## config.mk

```make
export PLATFORM = sky130hd
export DESIGN_NAME = capture_sequencer_flat
export DESIGN_NICKNAME = d
export VERILOG_FILES = /design/src/rtl/capture_sequencer_if.sv /design/src/rtl/capture_sequencer.sv /design/src/flat_wrapper.sv
export SDC_FILE = /design/constraint.sdc
export NUM_CORES = 1
export LEC_CHECK = 0
export ABC_CLOCK_PERIOD_IN_PS = 21700
export BUFFER_PORTS_ARGS = -buffer_cell sky130_fd_sc_hd__buf_2
export CAP_MARGIN = 20
export CORE_MARGIN = 4
export CORE_UTILIZATION = 30
export DETAILED_ROUTE_END_ITERATION = 10
export GPL_TIMING_DRIVEN = 0
export PLACE_DENSITY = 0.52
export SYNTH_ARGS = -nofsm -noshare
export SYNTH_HDL_FRONTEND = slang
export SYNTH_SLANG_ARGS = --single-unit
```

## constraint.sdc

```tcl
create_clock -name core_clk -period 21.7 [get_ports core_clk]
set_input_delay 4.34 -clock core_clk [delete_from_list [all_inputs] [get_ports core_clk]]
set_output_delay 4.34 -clock core_clk [all_outputs]
set_load 0.005 [all_outputs]
```

## src/rtl/capture_sequencer_if.sv

```systemverilog
// capture_sequencer_if: host command/config and capture/trigger handshake bundle
interface capture_sequencer_if #(parameter int W = 32);
  logic start, stop, ack, cfg_trig_en, cfg_full_speed, sample_valid, trig_hit, capture_done;
  logic [W-1:0] cfg_depth, cfg_trig_pos;
  logic sample_en, trig_en, full_speed, busy, triggered, done, err_cfg;
  logic [W-1:0] sample_depth, sample_last_cnt, trig_set_pos, trig_set_pos_minus1, after_trig_depth, sample_real_start;
  logic [2:0] state;
  modport master(
    output start, stop, ack, cfg_trig_en, cfg_full_speed, sample_valid, trig_hit, capture_done, cfg_depth, cfg_trig_pos,
    input sample_en, trig_en, full_speed, busy, triggered, done, err_cfg, sample_depth, sample_last_cnt, trig_set_pos,
    input trig_set_pos_minus1, after_trig_depth, sample_real_start, state
  );
  modport slave(
    input start, stop, ack, cfg_trig_en, cfg_full_speed, sample_valid, trig_hit, capture_done, cfg_depth, cfg_trig_pos,
    output sample_en, trig_en, full_speed, busy, triggered, done, err_cfg, sample_depth, sample_last_cnt, trig_set_pos,
    output trig_set_pos_minus1, after_trig_depth, sample_real_start, state
  );
endinterface

```

## src/rtl/capture_sequencer.sv

```systemverilog
// capture_sequencer: latches run config, derives depth/trigger arithmetic and sequences sample_en/trig_en
module capture_sequencer #(
  parameter int PRE_W = 32,
  parameter int MIN_DEPTH = 1
) (
  input logic core_clk,
  input logic core_rst,
  capture_sequencer_if.slave bus
);
  typedef enum logic [2:0] {IDLE = 3'd0, LOAD = 3'd1, FILL = 3'd2, RUN = 3'd3, DONE = 3'd4} state_t;
  state_t state_q, state_d;
  logic [PRE_W-1:0] depth_q, depth_d, last_q, last_d, pos_q, pos_d, pos_m1_q, pos_m1_d;
  logic [PRE_W-1:0] after_q, after_d, real_q, real_d, cnt_q, cnt_d, last_c, pos_c, cnt_inc;
  logic sample_en_q, sample_en_d, trig_en_q, trig_en_d, full_speed_q, full_speed_d, busy_q, busy_d;
  logic triggered_q, triggered_d, done_q, done_d, err_q, err_d, trig_mode_q, trig_mode_d, fill_c;
  assign last_c = bus.cfg_depth - PRE_W'(1);
  assign pos_c = bus.cfg_trig_pos < last_c ? bus.cfg_trig_pos : last_c;
  assign fill_c = bus.cfg_trig_en && pos_c != '0;
  assign cnt_inc = cnt_q + PRE_W'(1);
  always_comb begin
    state_d = state_q;
    depth_d = depth_q;
    last_d = last_q;
    pos_d = pos_q;
    pos_m1_d = pos_m1_q;
    after_d = after_q;
    real_d = real_q;
    cnt_d = cnt_q;
    sample_en_d = sample_en_q;
    trig_en_d = trig_en_q;
    full_speed_d = full_speed_q;
    triggered_d = triggered_q;
    done_d = done_q;
    err_d = err_q;
    trig_mode_d = trig_mode_q;
    case (state_q)
      IDLE: if (bus.start) begin
        err_d = bus.cfg_depth < PRE_W'(MIN_DEPTH);
        state_d = err_d ? IDLE : LOAD;
      end
      LOAD: begin
        depth_d = bus.cfg_depth;
        last_d = last_c;
        pos_d = pos_c;
        pos_m1_d = pos_c == '0 ? '0 : pos_c - PRE_W'(1);
        after_d = last_c - pos_c;
        real_d = pos_c == '0 ? '0 : bus.cfg_depth - pos_c;
        trig_mode_d = bus.cfg_trig_en;
        full_speed_d = bus.cfg_full_speed;
        triggered_d = 1'b0;
        cnt_d = '0;
        sample_en_d = 1'b1;
        state_d = fill_c ? FILL : RUN;
        trig_en_d = fill_c ? 1'b0 : bus.cfg_trig_en;
      end
      FILL: if (bus.sample_valid) begin
        cnt_d = cnt_inc;
        state_d = cnt_inc == pos_q ? RUN : FILL;
        trig_en_d = cnt_inc == pos_q ? trig_mode_q : 1'b0;
      end
      RUN: begin
        triggered_d = triggered_q | bus.trig_hit;
        if (bus.capture_done) begin
          sample_en_d = 1'b0;
          trig_en_d = 1'b0;
          done_d = 1'b1;
          state_d = DONE;
        end
      end
      DONE: if (bus.ack) begin
        done_d = 1'b0;
        state_d = IDLE;
      end
      default: state_d = IDLE;
    endcase
    if (bus.stop && (state_q == LOAD || state_q == FILL || state_q == RUN)) begin
      state_d = IDLE;
      sample_en_d = 1'b0;
      trig_en_d = 1'b0;
      done_d = 1'b0;
    end
    busy_d = state_d != IDLE && state_d != DONE;
  end
  always_ff @(posedge core_clk) begin
    if (core_rst) begin
      state_q <= IDLE;
      depth_q <= '0;
      last_q <= '0;
      pos_q <= '0;
      pos_m1_q <= '0;
      after_q <= '0;
      real_q <= '0;
      cnt_q <= '0;
      sample_en_q <= 1'b0;
      trig_en_q <= 1'b0;
      full_speed_q <= 1'b0;
      busy_q <= 1'b0;
      triggered_q <= 1'b0;
      done_q <= 1'b0;
      err_q <= 1'b0;
      trig_mode_q <= 1'b0;
    end else begin
      state_q <= state_d;
      depth_q <= depth_d;
      last_q <= last_d;
      pos_q <= pos_d;
      pos_m1_q <= pos_m1_d;
      after_q <= after_d;
      real_q <= real_d;
      cnt_q <= cnt_d;
      sample_en_q <= sample_en_d;
      trig_en_q <= trig_en_d;
      full_speed_q <= full_speed_d;
      busy_q <= busy_d;
      triggered_q <= triggered_d;
      done_q <= done_d;
      err_q <= err_d;
      trig_mode_q <= trig_mode_d;
    end
  end
  assign bus.state = state_q;
  assign bus.sample_en = sample_en_q;
  assign bus.trig_en = trig_en_q;
  assign bus.full_speed = full_speed_q;
  assign bus.busy = busy_q;
  assign bus.triggered = triggered_q;
  assign bus.done = done_q;
  assign bus.err_cfg = err_q;
  assign bus.sample_depth = depth_q;
  assign bus.sample_last_cnt = last_q;
  assign bus.trig_set_pos = pos_q;
  assign bus.trig_set_pos_minus1 = pos_m1_q;
  assign bus.after_trig_depth = after_q;
  assign bus.sample_real_start = real_q;
endmodule

```

## src/flat_wrapper.sv

```systemverilog
// flat-port wrapper written by rule: the top's interface ports become plain ports
module capture_sequencer_flat 
#(
  parameter int PRE_W = 32,
  parameter int MIN_DEPTH = 1
)
  (core_clk, core_rst, bus_start, bus_stop, bus_ack, bus_cfg_trig_en, bus_cfg_full_speed, bus_sample_valid, bus_trig_hit, bus_capture_done, bus_cfg_depth, bus_cfg_trig_pos, bus_sample_en, bus_trig_en, bus_full_speed, bus_busy, bus_triggered, bus_done, bus_err_cfg, bus_sample_depth, bus_sample_last_cnt, bus_trig_set_pos, bus_trig_set_pos_minus1, bus_after_trig_depth, bus_sample_real_start, bus_state);
  capture_sequencer_if #(.W(32)) bus_i ();
  input logic core_clk;
  input logic core_rst;
  input wire logic [$bits(bus_i.start)-1:0] bus_start;
  input wire logic [$bits(bus_i.stop)-1:0] bus_stop;
  input wire logic [$bits(bus_i.ack)-1:0] bus_ack;
  input wire logic [$bits(bus_i.cfg_trig_en)-1:0] bus_cfg_trig_en;
  input wire logic [$bits(bus_i.cfg_full_speed)-1:0] bus_cfg_full_speed;
  input wire logic [$bits(bus_i.sample_valid)-1:0] bus_sample_valid;
  input wire logic [$bits(bus_i.trig_hit)-1:0] bus_trig_hit;
  input wire logic [$bits(bus_i.capture_done)-1:0] bus_capture_done;
  input wire logic [$bits(bus_i.cfg_depth)-1:0] bus_cfg_depth;
  input wire logic [$bits(bus_i.cfg_trig_pos)-1:0] bus_cfg_trig_pos;
  output wire logic [$bits(bus_i.sample_en)-1:0] bus_sample_en;
  output wire logic [$bits(bus_i.trig_en)-1:0] bus_trig_en;
  output wire logic [$bits(bus_i.full_speed)-1:0] bus_full_speed;
  output wire logic [$bits(bus_i.busy)-1:0] bus_busy;
  output wire logic [$bits(bus_i.triggered)-1:0] bus_triggered;
  output wire logic [$bits(bus_i.done)-1:0] bus_done;
  output wire logic [$bits(bus_i.err_cfg)-1:0] bus_err_cfg;
  output wire logic [$bits(bus_i.sample_depth)-1:0] bus_sample_depth;
  output wire logic [$bits(bus_i.sample_last_cnt)-1:0] bus_sample_last_cnt;
  output wire logic [$bits(bus_i.trig_set_pos)-1:0] bus_trig_set_pos;
  output wire logic [$bits(bus_i.trig_set_pos_minus1)-1:0] bus_trig_set_pos_minus1;
  output wire logic [$bits(bus_i.after_trig_depth)-1:0] bus_after_trig_depth;
  output wire logic [$bits(bus_i.sample_real_start)-1:0] bus_sample_real_start;
  output wire logic [$bits(bus_i.state)-1:0] bus_state;
  assign bus_i.start = bus_start;
  assign bus_i.stop = bus_stop;
  assign bus_i.ack = bus_ack;
  assign bus_i.cfg_trig_en = bus_cfg_trig_en;
  assign bus_i.cfg_full_speed = bus_cfg_full_speed;
  assign bus_i.sample_valid = bus_sample_valid;
  assign bus_i.trig_hit = bus_trig_hit;
  assign bus_i.capture_done = bus_capture_done;
  assign bus_i.cfg_depth = bus_cfg_depth;
  assign bus_i.cfg_trig_pos = bus_cfg_trig_pos;
  assign bus_sample_en = bus_i.sample_en;
  assign bus_trig_en = bus_i.trig_en;
  assign bus_full_speed = bus_i.full_speed;
  assign bus_busy = bus_i.busy;
  assign bus_triggered = bus_i.triggered;
  assign bus_done = bus_i.done;
  assign bus_err_cfg = bus_i.err_cfg;
  assign bus_sample_depth = bus_i.sample_depth;
  assign bus_sample_last_cnt = bus_i.sample_last_cnt;
  assign bus_trig_set_pos = bus_i.trig_set_pos;
  assign bus_trig_set_pos_minus1 = bus_i.trig_set_pos_minus1;
  assign bus_after_trig_depth = bus_i.after_trig_depth;
  assign bus_sample_real_start = bus_i.sample_real_start;
  assign bus_state = bus_i.state;
  capture_sequencer #(.PRE_W(PRE_W), .MIN_DEPTH(MIN_DEPTH)) u_core (.core_clk(core_clk), .core_rst(core_rst), .bus(bus_i));
endmodule
```

=== After elaboration in Yosys (flattened, before gate mapping) ===
Index checks and enable logic that the tools add are counted.

* Word-level logic and storage cells: 76
* Bits in registers: 235
* Output and inout bits: 202
* Input bits: 74

* Muxes and demuxes: 24
* Reduce and logical (&&, ||, !) cells: 19
* Bitwise gates (word level): 1
* Add/sub/neg operators: 5
* Eq/ne operators: 9
* $lt $le $gt $ge: 2

{| class="wikitable"
|+ Operators with widths
! operator !! number
|-
| 2-to-1 mux 32 bit || 4
|-
| one-hot mux 32 bit (2 select lines) || 1
|-
| subtractor 32 x 1 -> 32 bit (second input constant) || 2
|-
| subtractor 32 bit || 2
|-
| adder 32 x 1 -> 32 bit (second input constant) || 1
|-
| == test 32 bit || 1
|-
| logical NOT 32 bit || 1
|-
| less-than comparator 32 x 1 -> 1 bit (second input constant) || 1
|-
| less-than comparator 32 bit || 1
|-
| nonzero test 32 bit || 1
|-
| 2-to-1 mux 3 bit || 5
|-
| one-hot mux 3 bit (5 select lines) || 1
|-
| 2-to-1 mux 1 bit || 9
|-
| == test 3 x 2 -> 1 bit (second input constant) || 2
|-
| != test 2 bit (second input constant) || 3
|-
| one-hot mux 1 bit (2 select lines) || 3
|-
| AND reduction 2 bit || 3
|-
| AND reduction 3 bit || 2
|-
| nonzero test 2 bit || 3
|-
| nonzero test 3 bit || 2
|-
| == test 3 x 1 -> 1 bit (second input constant) || 1
|-
| == test 3 bit (second input constant) || 1
|-
| logical AND 1 bit || 3
|-
| logical NOT 3 bit || 1
|-
| 5 further kinds || 6
|}

=== Depth between registers and ports, before layout ===
Gate-level depths: netlist of run 1.

* Depth after elaboration: 10
* Depth in mapped cells: 42

=== Least setup slack after synthesis of run 1 ===
OpenSTA, ideal clock, no wires.

* Path kind: input to register
* From: in bus_cfg_depth[0]
* To: reg u_core.real_q[23] (netlist: u_core.bus.sample_real_start[23])
* Stages: 37
* Setup slack: 9.468 ns
* Arrival time: 12.114 ns
* Setup time: 0.117 ns
* Cell sequence: or4_1 > nor4_1 > nand3_1 > nor2_1 > nand2_1 > or4_1 > xor2_1 > ha_1 > nand4_1 > nor2_1 > o2111ai_1 > a31o_2 > a2bb2oi_1 > o21ai_4 > buf_2 > buf_2 > clkbuf_1 > clkbuf_1 > nor2_1 > a21oi_1 > inv_1 > ha_1 > nor2b_1 > o211ai_1 > nand3b_1 > a21o_1 > and2_1 > o41ai_1 > o21ai_0 > a31oi_1 > a221o_1 > o2111ai_2 > a21oi_4 > nor2_1 > o21a_1 > or3_1 > a32o_1

* Word-level cells in the longest chain between the ends: 5

{| class="wikitable"
|+ RTL lines
! what !! RTL line !! text
|-
| start, declared || flat_wrapper.sv:19 || <nowiki>input wire logic [$bits(bus_i.cfg_depth)-1:0] bus_cfg_depth;</nowiki>
|-
| subtractor 32 x 1 -> 32 bit (*) || capture_sequencer.sv:16 || <nowiki>assign last_c = bus.cfg_depth - PRE_W'(1);</nowiki>
|-
| less-than comparator 32 bit || capture_sequencer.sv:17 || <nowiki>assign pos_c = bus.cfg_trig_pos < last_c ? bus.cfg_trig_pos : last_c;</nowiki>
|-
| 2-to-1 mux 32 bit (*) || capture_sequencer.sv:17 ||
|-
| via u_core.pos_c[1] || capture_sequencer.sv:13 || <nowiki>logic [PRE_W-1:0] after_q, after_d, real_q, real_d, cnt_q, cnt_d, last_c, pos_c, cnt_inc;</nowiki>
|-
| subtractor 32 bit / logical NOT 32 bit (equally long branches) || capture_sequencer.sv:47 || <nowiki>real_d = pos_c == '0 ? '0 : bus.cfg_depth - pos_c;</nowiki>
|-
| 2-to-1 mux 32 bit (*) || capture_sequencer.sv:47 ||
|-
| end signal, assigned || capture_sequencer.sv:109 || <nowiki>real_q <= real_d;</nowiki>
|-
| end, declared || capture_sequencer.sv:13 ||
|}

The timed path passes the listed nets; every way through them passes the cells marked *.
A chain may end at the register's enable or synchronous reset.

=== Worst setup path in the final report of run 1 ===
* From: in bus_cfg_depth[0]
* To: reg u_core.after_q[30] (netlist: u_core.bus.after_trig_depth[30])

* Word-level cells in the longest chain between the ends: 4

{| class="wikitable"
|+ RTL lines
! what !! RTL line !! text
|-
| subtractor 32 x 1 -> 32 bit (*) || capture_sequencer.sv:16 ||
|-
| less-than comparator 32 bit || capture_sequencer.sv:17 ||
|-
| 2-to-1 mux 32 bit (*) || capture_sequencer.sv:17 ||
|-
| via u_core.pos_c[0] || capture_sequencer.sv:13 ||
|-
| subtractor 32 bit (*) || capture_sequencer.sv:46 || <nowiki>after_d = last_c - pos_c;</nowiki>
|-
| end signal, assigned || capture_sequencer.sv:108 || <nowiki>after_q <= after_d;</nowiki>
|-
| end, declared || capture_sequencer.sv:13 ||
|}

Marked as above.

==> results of run 1 <==
[routing by layer]
layer,share of wire [%],GRT usage (%),routed length (microns)
met1,45,33.7,30600
met2,45,39.6,30900
met3,7.2,3.80,4890
met4,2.6,5.98,1770
met5,0,0,0
[cell type report]
cell class / instances / area [sq um] / share of cell area (%)
Clock inverter: 15 / 250 / 1.36
Clock buffer: 36 / 791 / 4.30
Timing Repair Buffer: 279 / 1430 / 7.77
Inverter: 55 / 206 / 1.12
Multi-Input combinational cell: 1621 / 9760 / 53.1
Buffer: 104 / 410 / 2.23
Antenna cell: 1 / 2.50 / 0.0136
Tap cell: 664 / 831 / 4.52
Sequential cell: 235 / 4700 / 25.6
[state kept, by name (all words and copies together), names as in the netlist]
name,flops
u_core.bus.trig_set_pos_minus1,32
u_core.bus.state,3
u_core.bus.sample_depth,32
u_core.bus.sample_real_start,32
u_core.trig_mode_q,1
u_core.bus.sample_last_cnt,32
u_core.bus.err_cfg,1
u_core.bus.triggered,1
u_core.bus.after_trig_depth,32
u_core.bus.full_speed,1
u_core.bus.busy,1
u_core.cnt_q,32
u_core.bus.trig_set_pos,32
u_core.bus.trig_en,1
u_core.bus.sample_en,1
u_core.bus.done,1
[cell usage after synthesis, drive strengths merged, types with 21 or more instances]
| master | instances | area, sq um |
|---|---|---|
| a211oi | 56 | 425 |
| a21o | 26 | 195 |
| a21oi | 176 | 900 |
| and3 | 23 | 144 |
| clkbuf | 86 | 323 |
| dfxtp | 235 | 4700 |
| ha | 85 | 1060 |
| inv | 53 | 199 |
| nand2 | 328 | 1230 |
| nand2b | 21 | 131 |
| nand3 | 35 | 175 |
| nor2 | 244 | 918 |
| nor3 | 59 | 300 |
| o21ai | 160 | 812 |
| xnor2 | 108 | 946 |
| xor2 | 61 | 534 |
[power by group through the flow]
| stage | sequential [mW] | combinational [mW] | clock [mW] |
|---|---|---|---|
| after global routing | 0.509 | 0.517 | 0.561 |
| after detailed placement | 0.515 | 0.466 | 0 |
| final | 0.506 | 0.472 | 0.535 |
| after floorplan | 0.507 | 0.280 | 0 |
| after CTS | 0.506 | 0.469 | 0.544 |
| after global placement | 0.514 | 0.460 | 0 |
[worst min-delay path: stages (launching register included)]
cell and delay (ns):
dfxtp_1 0.31, nand2_1 0.05, o21ai_1 0.05
[kinds of logic after synthesis]
logic type	after synthesis	share of synthesized area, %
AND/OR/NAND/NOR	817	24.0
AO/OA/AOI/OAI	532	22.1
flip-flops	235	31.2
XOR/XNOR	173	10.4
buffers and inverters	159	4.09
adder cells (fa/ha/maj)	91	7.59
multiplexers	8	0.540
[how the worst max path moves through the flow]
stage,slack (ns),to,start
after floorplan,9.47,u_core.bus.sample_real_start[23],bus_cfg_depth[0]
after global placement,6.07,u_core.bus.after_trig_depth[24],bus_cfg_depth[0]
after detailed placement,6.03,u_core.bus.sample_real_start[23],bus_cfg_depth[0]
after CTS,6.61,u_core.bus.after_trig_depth[30],bus_cfg_depth[0]
after global routing,5.87,u_core.bus.after_trig_depth[24],bus_cfg_depth[0]
final,6.18,u_core.bus.after_trig_depth[30],bus_cfg_depth[0]
[per-stage QoR]
stage                     worst slack (ns)  utilization (%)
after floorplan                       9.47                -
after global placement                6.07             35.0
after detailed placement              6.03             35.2
after CTS                             6.61             37.3
after global routing                  5.87             37.3
final                                 6.18             37.3
==> results.py, run 1 <==
metrics = {
    "floorplan": {
        "die_area_sq_um": 53900,
        "number_of_core_rows": 81,
        "die-width_microns": 232,
        "die_height_microns": 232,
        "placeableCoreArea_sq_um": 49300,
        "floorplan.initialDensity_pct": 30.6,
        "design.portCount": 276,
    },
    "clocking": {
        "clk_latency_ns": 0.59,
        "clk_pin_slew_worst_paths_ns": 0.06,
        "number_of_buffers_created_by_cts": 28,
        "cts_sinks": 235,
        "cts.hold.buffers_added": 0,
        "cts_tree": "done",
        "cts_resized": 0,
        "clockRootBuffer": "clkbuf_16",
        "clock_tree.htree_level_count": 1,
        "setup_buffers_after_cts": 0,
        "clock_tree.buffer_depth": 3,
    },
    "timing": {
        "headroom_to_the_max_slew_limit_pct": 22.7,
        "final-hold-violation-count": 0,
        "post-route-period-util_pct": 71.5,
        "actual_transition_at_the_worst_max_transition_pin_ns": 1.15,
        "fin_hold_ws_ns": 0.446,
        "fmaxAchievable_mhz": 64.4,
        "setup_viol": 0,
        "setup-tns-final_ns": 0,
        "fin_skew_ns": 0.0153,
        "timing.final.crit_period_ns": 15.52,
        "grt_setup_unrepaired": "no",
        "maxSlewViolCount": 0,
    },
    "grt": {
        "grt_pass1_vias": 15372,
        "grt_util_all_layers_pct": 24.3,
        "largest_net_degree_at_the_start_of_global_routing": 15,
        "total_global_routing_overflow": 0,
        "grt_first_pass_wirelength_microns": 99600,
        "grt_antenna_before_repair": 1,
    },
    "synth": {
        "synthFlopType": "dfxtp_1",
        "seq_area_frac_synth_pct": 31.2,
        "ys_async_sr_fraction_pct": 0,
        "syn-mean-instance-area_sq_um": 7.48,
        "synth_cells": 2015,
        "netlist-cell-type-count": 91,
        "synth_fp_nets": 2176,
        "synth.ff_latch_count": 235,
        "synth_edf_count": 0,
        "mappedNetlistArea_sq_um": 15100,
        "yosys_warnings": 0,
    },
    "route": {
        "drc": 0,
        "drtAntennaViolNets": 0,
        "drt_pass1_iterations": 7,
        "vias": 16108,
        "drt_wl_total_microns": 68200,
        "viasPerCell": 5.35,
        "drtIter0Drc": 1469,
        "drt-wirelength-per-cell_microns": 22.7,
    },
    "setup_path": {
        "start_kind": "primary input",
        "endpoint_kind": "flip-flop",
        "timing.critical_path.depth": 39,
        "worstPathBufferInverterCount": 7,
        "worstPathArrival_ns": 15.98,
        "critical_path.max_fanout": 10,
        "worst_path_max_delay_cell": "or4_1",
        "ff2ff_path_depth": 14,
        "reg2reg_slack_ns": 17.57,
        "cp.required_ns": 22.16,
        "max_stage_delay_ns": 0.67,
        "most_common_cell_type_on_the_critical_path": "buf_2",
        "critical_path.reg2reg.startpoint": "u_core.cnt_q[0]",
        "worst_r2r_endpoint": "u_core.bus.busy",
        "setup.worst_path.class": "primary input to flip-flop",
        "critical-path-top-delay-family": "compound AO/OA/AOI/OAI gates",
    },
    "cells_and_area": {
        "final.fill_count": 5347,
        "area_growth_syn_to_layout_pct": 21.9,
        "final_cell_count_no_fill": 3010,
        "final_area_sq_um": 18400,
        "final_common_cell": "nand2_1",
        "drive_gt1_share_pct": 15.9,
        "layout.nets": 2485,
        "final_cell_mix": "nand2_1, buf_2, nor2_1",
    },
    "power": {
        "power_frac_comb_pct": 31.2,
        "internal-power_uw": 972,
        "p_leak_nw": 7.76,
        "p_switching_uw": 541,
        "p_seq_share_pct": 33.4,
        "report.power.total_mw": 1.51,
        "swShare_pct": 35.8,
        "power.share.clock_pct": 35.4,
        "ir_worst_vdd_uv": 56.9,
        "powerDensity_nw_per_um2": 82.3,
    },
    "min_path": {
        "timing.hold.worst.start": "u_core.bus.sample_real_start[30]",
        "timing.hold.worst.class": "flip-flop to flip-flop",
        "timing.hold.worst_path_depth": 2,
        "hold_end": "u_core.bus.sample_real_start[30]",
    },
    "status": {
        "status": "complete, no violations",
    },
    "placed_design": {
        "routabilityCongestion": 0.930,
        "dpl.cell_count": 2958,
        "port_buffer_cells": 270,
        "detailed_place.area_sq_um": 17300,
        "post-dp-hpwl_microns": 55000,
    },
    "job": {
        "drv_cap": 0,
    },
}
(Power assumes the default switching activity.)
==> inputs of run 2 (changes only) <==
- ABC_AREA: unset -> 1
- ABC_CLOCK_PERIOD_IN_PS: 21700 -> 13400
- PLACE_DENSITY: 0.52 -> 0.54
- clock period: 21.7 -> 13.4 ns (I/O delays scaled with it)
==> run 2 against run 1 <==
- global-route usage fell by 0.082 points
- sequential share of layout area fell by 1.2 points
- core utilization fell by 0.74 points
- critical path depth rose by 3
- cell area rose by 4.8%
- non-clock buffer count fell by 42
- worst setup slack got worse by 2.1 ns
- clock power rose by 51%
- sequential power rose by 62%
- via count rose by 10%
- critical path type unchanged
==> results.py, run 2 <==
metrics = {
    "route": {
        "drtAntennaViolNets": 0,
        "drc": 0,
        "viasPerCell": 5.09,
        "drt_wl_total_microns": 72400,
        "vias": 17793,
        "drt_pass1_iterations": 6,
        "drt-wirelength-per-cell_microns": 20.7,
        "drtIter0Drc": 1403,
    },
    "grt": {
        "grt_util_all_layers_pct": 24.2,
        "grt_first_pass_wirelength_microns": 105000,
        "largest_net_degree_at_the_start_of_global_routing": 15,
        "total_global_routing_overflow": 0,
        "grt_antenna_before_repair": 6,
        "grt_pass1_vias": 16773,
    },
    "floorplan": {
        "die-width_microns": 239,
        "design.portCount": 276,
        "floorplan.initialDensity_pct": 30.4,
        "placeableCoreArea_sq_um": 52700,
        "die_area_sq_um": 57100,
        "number_of_core_rows": 84,
        "die_height_microns": 239,
    },
    "timing": {
        "timing.final.crit_period_ns": 9.31,
        "headroom_to_the_max_slew_limit_pct": 30.8,
        "setup-tns-final_ns": 0,
        "fin_skew_ns": 0.0116,
        "final-hold-violation-count": 0,
        "setup_viol": 0,
        "grt_setup_unrepaired": "no",
        "actual_transition_at_the_worst_max_transition_pin_ns": 1.04,
        "post-route-period-util_pct": 69.5,
        "final_critical_path_setup_slack_ns": 4.09,
        "fmaxAchievable_mhz": 107,
        "maxSlewViolCount": 0,
    },
    "cells_and_area": {
        "final.fill_count": 5718,
        "layout.nets": 2945,
        "final_common_cell": "nand2_1",
        "drive_gt1_share_pct": 15.3,
        "final_cell_mix": "nand2_1, inv_1, buf_2",
        "area_growth_syn_to_layout_pct": 20.4,
    },
    "clocking": {
        "cts_resized": 0,
        "clock_tree.htree_level_count": 1,
        "cts_tree": "done",
        "clockRootBuffer": "clkbuf_16",
        "clk_pin_slew_worst_paths_ns": 0.06,
        "clock_tree.buffer_depth": 3,
        "setup_buffers_after_cts": 0,
        "cts_sinks": 235,
        "number_of_buffers_created_by_cts": 29,
        "cts.hold.buffers_added": 0,
        "clk_latency_ns": 0.58,
    },
    "power": {
        "p_leak_nw": 9.46,
        "powerDensity_nw_per_um2": 127,
        "ir_worst_vdd_uv": 94.3,
    },
    "status": {
        "status": "complete, no violations",
    },
    "synth": {
        "yosys.area_share.xor_xnor_pct": 5.69,
        "synth_fa_ha_area_share_pct": 6.90,
        "synth_compound_gate_area_share_pct": 13.9,
        "netlist_top_cells_count": "nand2_1, inv_1, nor2_1",
        "yosys-top-cells-area": "dfxtp_1, nand2_1, inv_1",
        "synth.ff_latch_count": 235,
        "synthFlopType": "dfxtp_1",
        "yosys_warnings": 0,
        "synth.most_common_cell": "nand2_1",
        "synth_area_leader_cell": "dfxtp_1",
        "synth-simple-area-share_pct": 34.3,
        "seq_area_frac_synth_pct": 29.4,
        "mappedNetlistArea_sq_um": 16000,
        "ys_async_sr_fraction_pct": 0,
        "syn-mean-instance-area_sq_um": 6.47,
        "synth_fp_nets": 2633,
        "synth_cells": 2472,
        "synth_mux_area_share_pct": 0,
        "synth_edf_count": 0,
        "synth_top_area_share_pct": 29.4,
        "dominant_combinational_cell_family_by_area_after_synthesis": "simple AND/OR/NAND/NOR gates",
        "netlist-cell-type-count": 55,
    },
    "setup_path": {
        "cp.required_ns": 13.87,
        "most_common_cell_type_on_the_critical_path": "nand2_1",
        "max_stage_delay_ns": 0.34,
        "critical_path.max_fanout": 10,
        "setup.worst_path.class": "primary input to flip-flop",
        "start_kind": "primary input",
        "worstPathArrival_ns": 9.78,
        "worst_path_max_delay_cell": "o21a_1",
        "endpoint_kind": "flip-flop",
    },
    "placed_design": {
        "port_buffer_cells": 274,
        "routabilityCongestion": 0.940,
        "post-place-ws_ns": 3.72,
        "post-dp-hpwl_microns": 59400,
    },
    "job": {
        "drv_cap": 0,
    },
    "min_path": {
        "timing.hold.worst.class": "flip-flop to flip-flop",
    },
}
run 2: cell type report:
| cell class | count | area, sq um | area share (%) |
|---|---|---|---|
| Timing Repair Buffer | 281 | 1430 | 7.41 |
| Clock inverter | 16 | 151 | 0.786 |
| Clock buffer | 38 | 820 | 4.26 |
| Buffer | 60 | 310 | 1.61 |
| Sequential cell | 235 | 4700 | 24.4 |
| Multi-Input combinational cell | 1844 | 9730 | 50.5 |
| Inverter | 333 | 1250 | 6.50 |
| Antenna cell | 1 | 2.50 | 0.0130 |
| Tap cell | 688 | 861 | 4.47 |
run 2: path summary, 6_finish.rpt:
path                              from                                to  slack, ns  cells after the start
setup / recovery      bus_cfg_depth[0]  u_core.bus.sample_real_start[29]       4.09                     42
hold / removal    u_core.bus.triggered              u_core.bus.triggered       0.45                      2
setup reg to reg       u_core.cnt_q[0]                   u_core.bus.busy       9.97                     19
hold reg to reg   u_core.bus.triggered              u_core.bus.triggered       0.45                      2
run 2: logic make-up after synthesis:
kind of cell | after synthesis
DFF | 235
adders and majority gates | 87
xor gates and xnor gates | 104
and+or+nand+nor | 1272
buffers and inverters | 393
AOI/OAI and AO/OA | 381
run 2: per-layer routing:
| layer | vias to the layer above | share of wire (%) | global-route usage, % |
|---|---|---|---|
| li1 | 8688 | - | - |
| met2 | 722 | 44 | 39.1 |
| met3 | 128 | 7.5 | 3.43 |
| met4 | 4 | 3.7 | 8.15 |
| met1 | 8251 | 44 | 33.3 |
| met5 | - | 0.037 | 0 |
run 2: where the power goes:
part	internal [mW]	switching, mW
Sequential	0.769	0.0503
Clock	0.469	0.338
Combinational	0.261	0.560
run 2: worst max-delay path: cells and delay by family:
kind	cells	cell delay, ns
XOR/XNOR	1	0.29
adder cells (fa/ha/maj)	3	0.87
buffers and inverters	7	1.06
AO/OA/AOI/OAI	6	1.30
AND/OR/NAND/NOR	25	3.56
run 2: stage by stage:
stage	power, mW	cells	utilization (%)	cell area, sq um	hold WS, ns
final	2.45	3496	36.6	19300	0.449
after global routing	2.58	3495	36.6	19300	0.465
after CTS	2.46	3493	36.5	19200	0.451
after detailed placement	1.64	3439	34.7	18300	0.438
after global placement	1.63	3434	34.6	18200	0.437
after floorplan	1.30	2472	-	16000	0.441
